**src/rtl/debounce_sync3.sv**
```systemverilog
// rtl/debounce_sync3.sv - three-channel 2-FF synchronizer and debouncer with optional rise strobes
//
// Purpose:
//   Conditions three asynchronous, bouncing board pins into clean,
//   clock-aligned levels. Each channel is independent: a 2-FF synchronizer
//   followed by a mismatch counter that must see DEBOUNCE_CYCLES consecutive
//   cycles of disagreement before the clean level follows the pin.
//
// Parameters:
//   DEBOUNCE_CYCLES - consecutive mismatching cycles before clean changes (2 .. 2**CNT_W)
//   CNT_W           - width of each per-channel debounce counter
//
// Ports:
//   clk    - system clock
//   rst    - synchronous, active-high reset
//   raw_in - asynchronous pin levels (bit 0 = a, bit 1 = b, bit 2 = c)
//   clean  - debounced levels, same bit order, registered
//   rise   - registered one-cycle pulse on each 0->1 change of clean
//
// Build option:
//   DEBOUNCE_EDGE_EN - when defined the rise registers are compiled in;
//                      when undefined rise is tied to 3'b000.

module debounce_sync3 #(
    parameter int DEBOUNCE_CYCLES = 1000000,
    parameter int CNT_W           = 20
) (
    input  logic       clk,
    input  logic       rst,
    input  logic [2:0] raw_in,
    output logic [2:0] clean,
    output logic [2:0] rise
);

    localparam int NCH = 3;

    // Terminal count: the edge on which cnt already holds DEBOUNCE_CYCLES-1
    // is the one that moves clean. Fits in CNT_W bits for the legal range.
    localparam logic [CNT_W-1:0] CNT_TERM = CNT_W'(DEBOUNCE_CYCLES - 1);
    localparam logic [CNT_W-1:0] CNT_ONE  = CNT_W'(1);

    // Synchronizer flops: s1 may go metastable, s2 is the first usable copy.
    logic [NCH-1:0] s1_q;
    logic [NCH-1:0] s2_q;

    logic [NCH-1:0] clean_q;
    logic [NCH-1:0] clean_d;

    logic [CNT_W-1:0] cnt_q [NCH];
    logic [CNT_W-1:0] cnt_d [NCH];

    // 2-FF synchronizer, nothing between the two stages.
    always_ff @(posedge clk) begin
        if (rst) begin
            s1_q <= '0;
            s2_q <= '0;
        end else begin
            s1_q <= raw_in;
            s2_q <= s1_q;
        end
    end

    // Per-channel debounce next state. Any cycle of agreement drops the
    // partial count, so only an unbroken run of mismatches moves clean.
    always_comb begin
        clean_d = clean_q;
        for (int i = 0; i < NCH; i++) begin
            cnt_d[i] = '0;
            if (s2_q[i] != clean_q[i]) begin
                if (cnt_q[i] == CNT_TERM) begin
                    clean_d[i] = s2_q[i];
                end else begin
                    cnt_d[i] = cnt_q[i] + CNT_ONE;
                end
            end
        end
    end

    always_ff @(posedge clk) begin
        if (rst) begin
            clean_q <= '0;
            for (int i = 0; i < NCH; i++) begin
                cnt_q[i] <= '0;
            end
        end else begin
            clean_q <= clean_d;
            for (int i = 0; i < NCH; i++) begin
                cnt_q[i] <= cnt_d[i];
            end
        end
    end

    assign clean = clean_q;

`ifdef DEBOUNCE_EDGE_EN
    // Strobe is registered alongside clean so it lines up with the cycle in
    // which the new high level first appears.
    logic [NCH-1:0] rise_q;
    logic [NCH-1:0] rise_d;

    always_comb begin
        rise_d = clean_d & ~clean_q;
    end

    always_ff @(posedge clk) begin
        if (rst) begin
            rise_q <= '0;
        end else begin
            rise_q <= rise_d;
        end
    end

    assign rise = rise_q;
`else
    assign rise = '0;
`endif

endmodule

```
**config.mk**
```make
export PLATFORM = sky130hd
export DESIGN_NAME = debounce_sync3
export DESIGN_NICKNAME = d
export VERILOG_FILES = /design/src/rtl/debounce_sync3.sv
export SDC_FILE = /design/constraint.sdc
export NUM_CORES = 1
export LEC_CHECK = 0
export CAP_MARGIN = 30
export CORE_MARGIN = 2
export CORE_UTILIZATION = 47
export DETAILED_ROUTE_END_ITERATION = 7
export PLACE_DENSITY_LB_ADDON = 0.05
export SLEW_MARGIN = 25
export SYNTH_ARGS = -nofsm -noshare
export SYNTH_HDL_FRONTEND = slang
export SYNTH_SLANG_ARGS = --single-unit
export TNS_END_PERCENT = 1
```
**constraint.sdc**
```tcl
create_clock -name clk -period 6.2 [get_ports clk]
set_clock_uncertainty 0.05 [all_clocks]
set_input_delay 1.24 -clock clk [delete_from_list [all_inputs] [get_ports clk]]
set_output_delay 1.24 -clock clk [all_outputs]
set_load 0.01 [all_outputs]
```
; Word-level counts from Yosys, hierarchy flattened
; Memory sizes are Yosys's and may differ from the RTL's.
; Cells that the tools add are included.
[classes]
n_eq_ne = 6
mux = 12
reduce_logical = 3
bitwise = 3
addsub = 3
[ops]
columns = operator, n
row1 = $mux 20, 9
row2 = $add 20x1->20 const B, 3
row3 = $eq 20x20->1 const B, 3
row4 = $reduce_and 2->1, 3
row5 = $mux 1, 3
row6 = $ne 1x1->1, 3
row7 = $or 1x1->1, 3
[word_totals]
mem_bits_rw = 60
inputBits = 5
ff_bits = 9
wordCells = 33
n_memories = 1
output_inout_bits = 6
[mem_list]
columns = name, depth, width, rd, rd_ports_with_merged_regs, wr, line_no
row1 = cnt_q, 3, 20, 3, 0, 3, 49  ; logic [CNT_W-1:0] cnt_q [NCH];

; Logic depth before layout (Yosys ltp)
; Gate-level depths: netlist of run 1.
; An unclocked memory read counts as a cell.
[logic_depth]
ltp_word = 5
ltp_mapped = 6
ltp_nobuf = 5

; Least setup slack after synthesis of run 1
; OpenSTA, ideal clock, no wires.
[synth_timing]
path_kind = input to register
startpoint = in rst
endpoint = mem cnt_q[1][6] (netlist: cnt_q[0][26])
setup_slack_ns = 4.111
cell_stages = 4
arrival_time_ns = 1.912
setup_time_ns = 0.128
required_time_ns = 6.022
path_buffers = 1
cell_sequence = nor2_1 o21ai_1 clkbuf_1 nor2_1
[synth_lines]
columns = item, line_no
row1 = from (decl), 29  ; input logic rst,
row2 = to (decl), 49

; Final worst setup path of run 1
[layout_timing]
startpoint = reg clean_q[2] (netlist: clean[2])
endpoint = out clean[2]
[layout_lines]
columns = item, line_no
row1 = from (decl), 46  ; logic [NCH-1:0] clean_q;
row2 = from (signal assigned), 86  ; clean_q <= clean_d;
row3 = to (decl), 31  ; output logic [2:0] clean,
; No word-level cell between the ends.

==> metrics.md, run 1 <==
| Metric | Value |
|---|---|
| Rows | `29` |
| Post-CTS setup buffer count | `0` |
| Register area share after synthesis | `45.10%` |
| Die area | `0.007178 sq mm` |
| Avg Inst Size Synth | `8.556 sq um` |
| Pleak | `0.9751 nW` |
| Core area | `0.006314 sq mm` |
| Setup crit end kind | `output pin` |
| Via count | `2405` |
| Placed wire-length estimate | `3638 microns` |
| Maximum clock path buffer count | `2` |
| Root buffer cell | `clkbuf_8` |
| First-pass GRT wire length | `9577 microns` |
| Die H | `84.73 microns` |
| # diodes | `0` |
| Final setup fails | `0` |
| Synth Register Bits | `69` |
| H-tree depth | `3` |
| VDD IR max | `0.1767 mV` |
| Yosys Warn Count | `0` |
| Ys async rst share | `0%` |
| Syn Std Cell Area | `0.003063 sq mm` |
| Reg2Reg Depth | `5` |
| Max Fclk | `0.3900 GHz` |
| Port bufs | `7` |
| NumNets Final | `375` |
| Total stage count of the critical path | `1` |
| Worst skew pair latency | `0.33 ns` |
| Detail Route Antenna Nets | `0` |
| Status | `complete, no violations` |
| RSZ-0062 raised after global routing | `false` |
| 1st-iter DRT viols | `114` |
| Total wire length | `5448 microns` |
| Post-synthesis cell type count | `35` |
| Largest net degree at the start of global routing | `21` |
| Worst path max stage delay | `0.56 ns` |
| Total CTS buffers | `9` |
| GPL Wtd Cong | `0.7784` |
| Number of clock sinks | `69` |
| Gate count of the mapped netlist | `358` |
| Die width | `84.73 microns` |
| Hold Fails Final Rpt | `0` |
| PD cells | `245.8 mW/mm^2` |
| Data arrival, critical path | `1.27 ns` |
| Post_cts resized | `0` |
| Sum of negative setup slack | `0 ns` |
| Initial Utilization | `48.51%` |
| Reg clk slew, reported paths | `0.07 ns` |
| CP cell instances | `clkdlybuf4s50_1` |
| GR Overflow Total | `0` |
| Non-filler cells, final | `449` |
| Critical path launch point type | `flip-flop` |
| Slowest cell on the critical path | `clkdlybuf4s50_1` |
| Min Tclk post-route | `2.564 ns` |
| Commonest non-fill, non-tap cell in the layout | `dfxtp_1` |
| Area delta synth->final | `10.99%` |
| Largest delay share family, worst path | `buffers and inverters` |
| Hold buffer count at CTS | `0` |
| Required time of the critical path | `4.91 ns` |
| Number of synthesized flops with an enable pin | `0` |
| Dpl cells | `433` |
| Fraction of layout cells with a size suffix above 1 | `6.452%` |
| Ports | `11` |
| Initial antenna violation count | `0` |
| Buffers & Inverters on Critical Path | `1` |
| Avg WL per Cell | `12.13 microns` |
| Vias in the first global route | `2137` |
| Final cycle utilization of the critical path | `41.36%` |
| Pre-antenna DRT Iters | `4` |
| Hold Path Class | `reg2reg` |
| Max-cap viol count | `0` |
| Commonest cells after routing, fill and taps aside | `dfxtp_1, nor2_1, xnor2_1` |
| Via density | `5.356` |
| Total GRT Usage | `16.34%` |
| Crit path kind | `reg2out` |
| Critical path fanouts, max | `3` |
| Max-slew violation count | `0` |
| Top FF cell, synth | `dfxtp_1` |
| Worst Hold Depth | `1` |
| CTS tree | `done` |
| Drt drc | `0` |
## per-layer routing
metal | vias up | GRT usage, % | wire [microns]
met2 | 21 | 25.20 | 2502
met5 | - | 0 | 0
met3 | 5 | 6.195 | 140
met1 | 1109 | 21.61 | 2757
li1 | 1270 | - | -
met4 | 0 | 4.329 | 48
## layout make-up
type                    count  area (sq um)
inverters                  16         60.06
clock buffers              12         165.2
repair buffers             10         92.59
clock inverters             4         45.04
multi-input cells         261          1559
fillers                   598          2914
flip-flops and latches     69          1381
well taps                  77         96.34
## metrics by stage
stage / setup WS, ns / util [%] / total power, mW / hold WS (ns) / area, sq um
6_report: 3.636 / 53.84 / 0.8354 / 0.3869 / 3400
5_1_grt: 3.576 / 53.84 / 0.8667 / 0.4085 / 3400
4_1_cts: 3.608 / 53.84 / 0.8483 / 0.3941 / 3400
3_5_place_dp: 3.492 / 50.52 / 0.4687 / 0.3767 / 3189
3_3_place_gp: 3.512 / 50.52 / 0.4686 / 0.3683 / 3189
2_1_floorplan: 4.111 / - / 0.4653 / 0.3638 / 3070
## state kept, by name, summed over array words and instances, names as in the netlist
name and cells:
cnt_q 60, clean 3, s1_q 3, s2_q 3
## Yosys cell counts (4+ instances only)
library cell,instances,area [sq um]
a21oi_1,24,120.1
and4_1,4,35.03
buf_2,4,20.02
clkbuf_1,6,22.52
dfxtp_1,69,1381
inv_1,16,60.06
nand2_1,20,75.07
nand3_1,19,95.09
nand4_1,11,68.82
nor2_1,45,168.9
nor2b_1,6,37.54
nor3_1,10,50.05
nor4_1,4,25.02
o21ai_0,16,80.08
o31ai_1,8,60.06
or3_1,18,112.6
or4_1,15,112.6
xnor2_1,26,227.7
xor2_1,9,78.83
## power by group
part / leakage (nW) / switching [mW] / internal (mW) / total [mW]
Clock: 0.112 / 0.160 / 0.217 / 0.377
Sequential: 0.557 / 0.00132 / 0.445 / 0.447
Combinational: 0.306 / 0.00672 / 0.00502 / 0.0117
Total: 0.975 / 0.168 / 0.667 / 0.835
## worst paths after layout
path,start,to,slack (ns)
max,clean[2],clean[2],3.64
min,s1_q[0],s2_q[0],0.39
min reg2reg,s1_q[0],s2_q[0],0.39
max reg2reg,cnt_q[0][0],cnt_q[0][18],4.01
## worst register-to-register path, delay by kind of cell (launching register included)
family | cells | cell delay [ns]
compound gates | 1 | 0.15
fa+ha+maj | 1 | 0.24
flops | 1 | 0.39
simple gates | 3 | 1.30
## cell families (layout without fill, tap and decap cells)
logic type,after synthesis,after routing,synth area share (%)
and+or+nand+nor,167,167,29.74
DFF,69,69,45.10
AOI/OAI and AO/OA,53,53,9.559
xor gates and xnor gates,35,35,10.01
buffers and inverters,30,42,4.248
adders and majority gates,3,3,1.226
other,1,3,0.1224
Note: power is estimated with default switching activity, not from simulation.
==> run 2, diff against run 1 <==
- clock period: 6.2 -> 2.4 ns (I/O delays scaled with it)
==> metrics.md, run 2 (synthesized netlist as in run 1, its figures left out) <==
| Metric | Value |
|---|---|
| Maximum clock path buffer count | `2` |
| Die area | `0.007178 sq mm` |
| Status | `complete, no violations` |
| H-tree depth | `3` |
| Max-cap viol count | `0` |
| Placed wire-length estimate | `3922 microns` |
| Reg2Reg Depth | `5` |
| Pwr Total | `2.157 mW` |
| # fillers | `611` |
| NumNets Final | `380` |
| Root buffer cell | `clkbuf_8` |
| Pleak | `0.9956 nW` |
| Post-CTS setup buffer count | `0` |
| Fraction of layout cells with a size suffix above 1 | `7.692%` |
| Avg WL per Cell | `12.00 microns` |
| Reg clk slew, reported paths | `0.07 ns` |
| Final cycle utilization of the critical path | `89.90%` |
| Required time of the critical path | `2.62 ns` |
| Data arrival, critical path | `2.38 ns` |
| RSZ-0062 raised after global routing | `false` |
| Critical path fanouts, max | `7` |
| Non-filler cells, final | `454` |
| Commonest cells after routing, fill and taps aside | `dfxtp_1, nor2_1, xnor2_1` |
| # diodes | `0` |
| Detail Route Antenna Nets | `0` |
| Seq. cell area | `0.001381 sq mm` |
| Setup crit end | `cnt_q[0][18]` |
| Worst skew pair latency | `0.33 ns` |
| Max reg flops | `60` |
| Crit path launch | `cnt_q[0][0]` |
| Total CTS buffers | `9` |
| Critical path launch point type | `flip-flop` |
| FF-to-FF End | `cnt_q[0][18]` |
| Crit path kind | `reg2reg` |
| CTS tree | `done` |
| Minimum hold slack | `0.3900 ns` |
| Biggest register | `cnt_q` |
| Drt drc | `0` |
| Ports | `11` |
| Final setup fails | `0` |
| Total wire length | `5450 microns` |
| Max-slew violation count | `0` |
| Sum of negative setup slack | `0 ns` |
| Vias in the first global route | `2252` |
| Hold Path Class | `reg2reg` |
| Initial antenna violation count | `0` |
| Reg-to-reg setup timing slack | `0.24 ns` |
| Largest net degree at the start of global routing | `13` |
| Area delta synth->final | `12.17%` |
| Commonest non-fill, non-tap cell in the layout | `dfxtp_1` |
| PD cells | `627.9 mW/mm^2` |
| Die H | `84.73 microns` |
| Core area | `0.006314 sq mm` |
| Setup crit end kind | `flip-flop` |
| Post_cts resized | `0` |
| RR Startpoint | `cnt_q[0][0]` |
| Hold buffer count at CTS | `0` |
| Dpl cells | `438` |
| Initial Utilization | `48.51%` |
| VDD IR max | `0.3588 mV` |
| GPL Wtd Cong | `0.7811` |
| Rows | `29` |
| First-pass GRT wire length | `9846 microns` |
| Die width | `84.73 microns` |
| Max Fclk | `0.4635 GHz` |
| Total GRT Usage | `16.82%` |
| Min Tclk post-route | `2.158 ns` |
| GR Overflow Total | `0` |
| Area of the multi-input gates | `0.001559 sq mm` |
| Hold Fails Final Rpt | `0` |
| Via count | `2437` |
| Number of clock sinks | `69` |
| Pre-antenna DRT Iters | `4` |
| 1st-iter DRT viols | `56` |
| Port bufs | `7` |
| Via density | `5.368` |
run 2: cell types whose count changed in the layout (fill, tap and decap cells not counted), sizes merged:
cell,previous run,this run
buf,3,8
clkbuf,12,11
inv,16,17
run 2: through the flow:
step                      util (%)  setup slack (ns)  instance area, sq um
final                        54.42            0.2423                  3436
after global routing         54.42            0.1025                  3436
after CTS                    54.42            0.2337                  3436
after detailed placement     51.11            0.2628                  3227
after global placement       51.11            0.3129                  3227
after floorplan                  -            0.4056                  3070
run 2: how the worst min path moves through the flow:
stage                        from       to  depth (start not counted)
after CTS                 s1_q[0]  s2_q[0]                          1
after detailed placement  s1_q[0]  s2_q[0]                          1
after global routing      s1_q[0]  s2_q[0]                          1
final                     s1_q[0]  s2_q[0]                          1
after floorplan           s1_q[0]  s2_q[0]                          1
after global placement    s1_q[0]  s2_q[0]                          1
run 2: critical path, cell delays in order, from the launching register on:
cell and delay (ns):
dfxtp_1 0.39, ha_1 0.23, nand2_1 0.12, or4_1 0.64, or4_1 0.51, a21oi_1 0.15
run 2: final cells by class:
cell class	instances	share of cell area, %
clock buffer	11	4.406
clock inverter	5	1.675
inverter	16	1.748
multi-input combinational	261	45.38
sequential	69	40.20
tap	77	2.804
timing repair buffer	15	3.787
run 2: report_power, final:
group / switching [mW] / internal, mW / total [mW] / leakage [nW]
clock: 0.431 / 0.539 / 0.970 / 0.110
combinational: 0.0179 / 0.0156 / 0.0335 / 0.329
sequential: 0.00360 / 1.15 / 1.15 / 0.557
run 2: layer usage:
metal | track usage (%) | part of all wire (%) | up-vias
li1 | - | - | 1281
met1 | 22.73 | 53 | 1124
met2 | 24.98 | 43 | 25
met3 | 4.228 | 3.1 | 7
met4 | 8.369 | 1.2 | 0
met5 | 0 | 0 | -
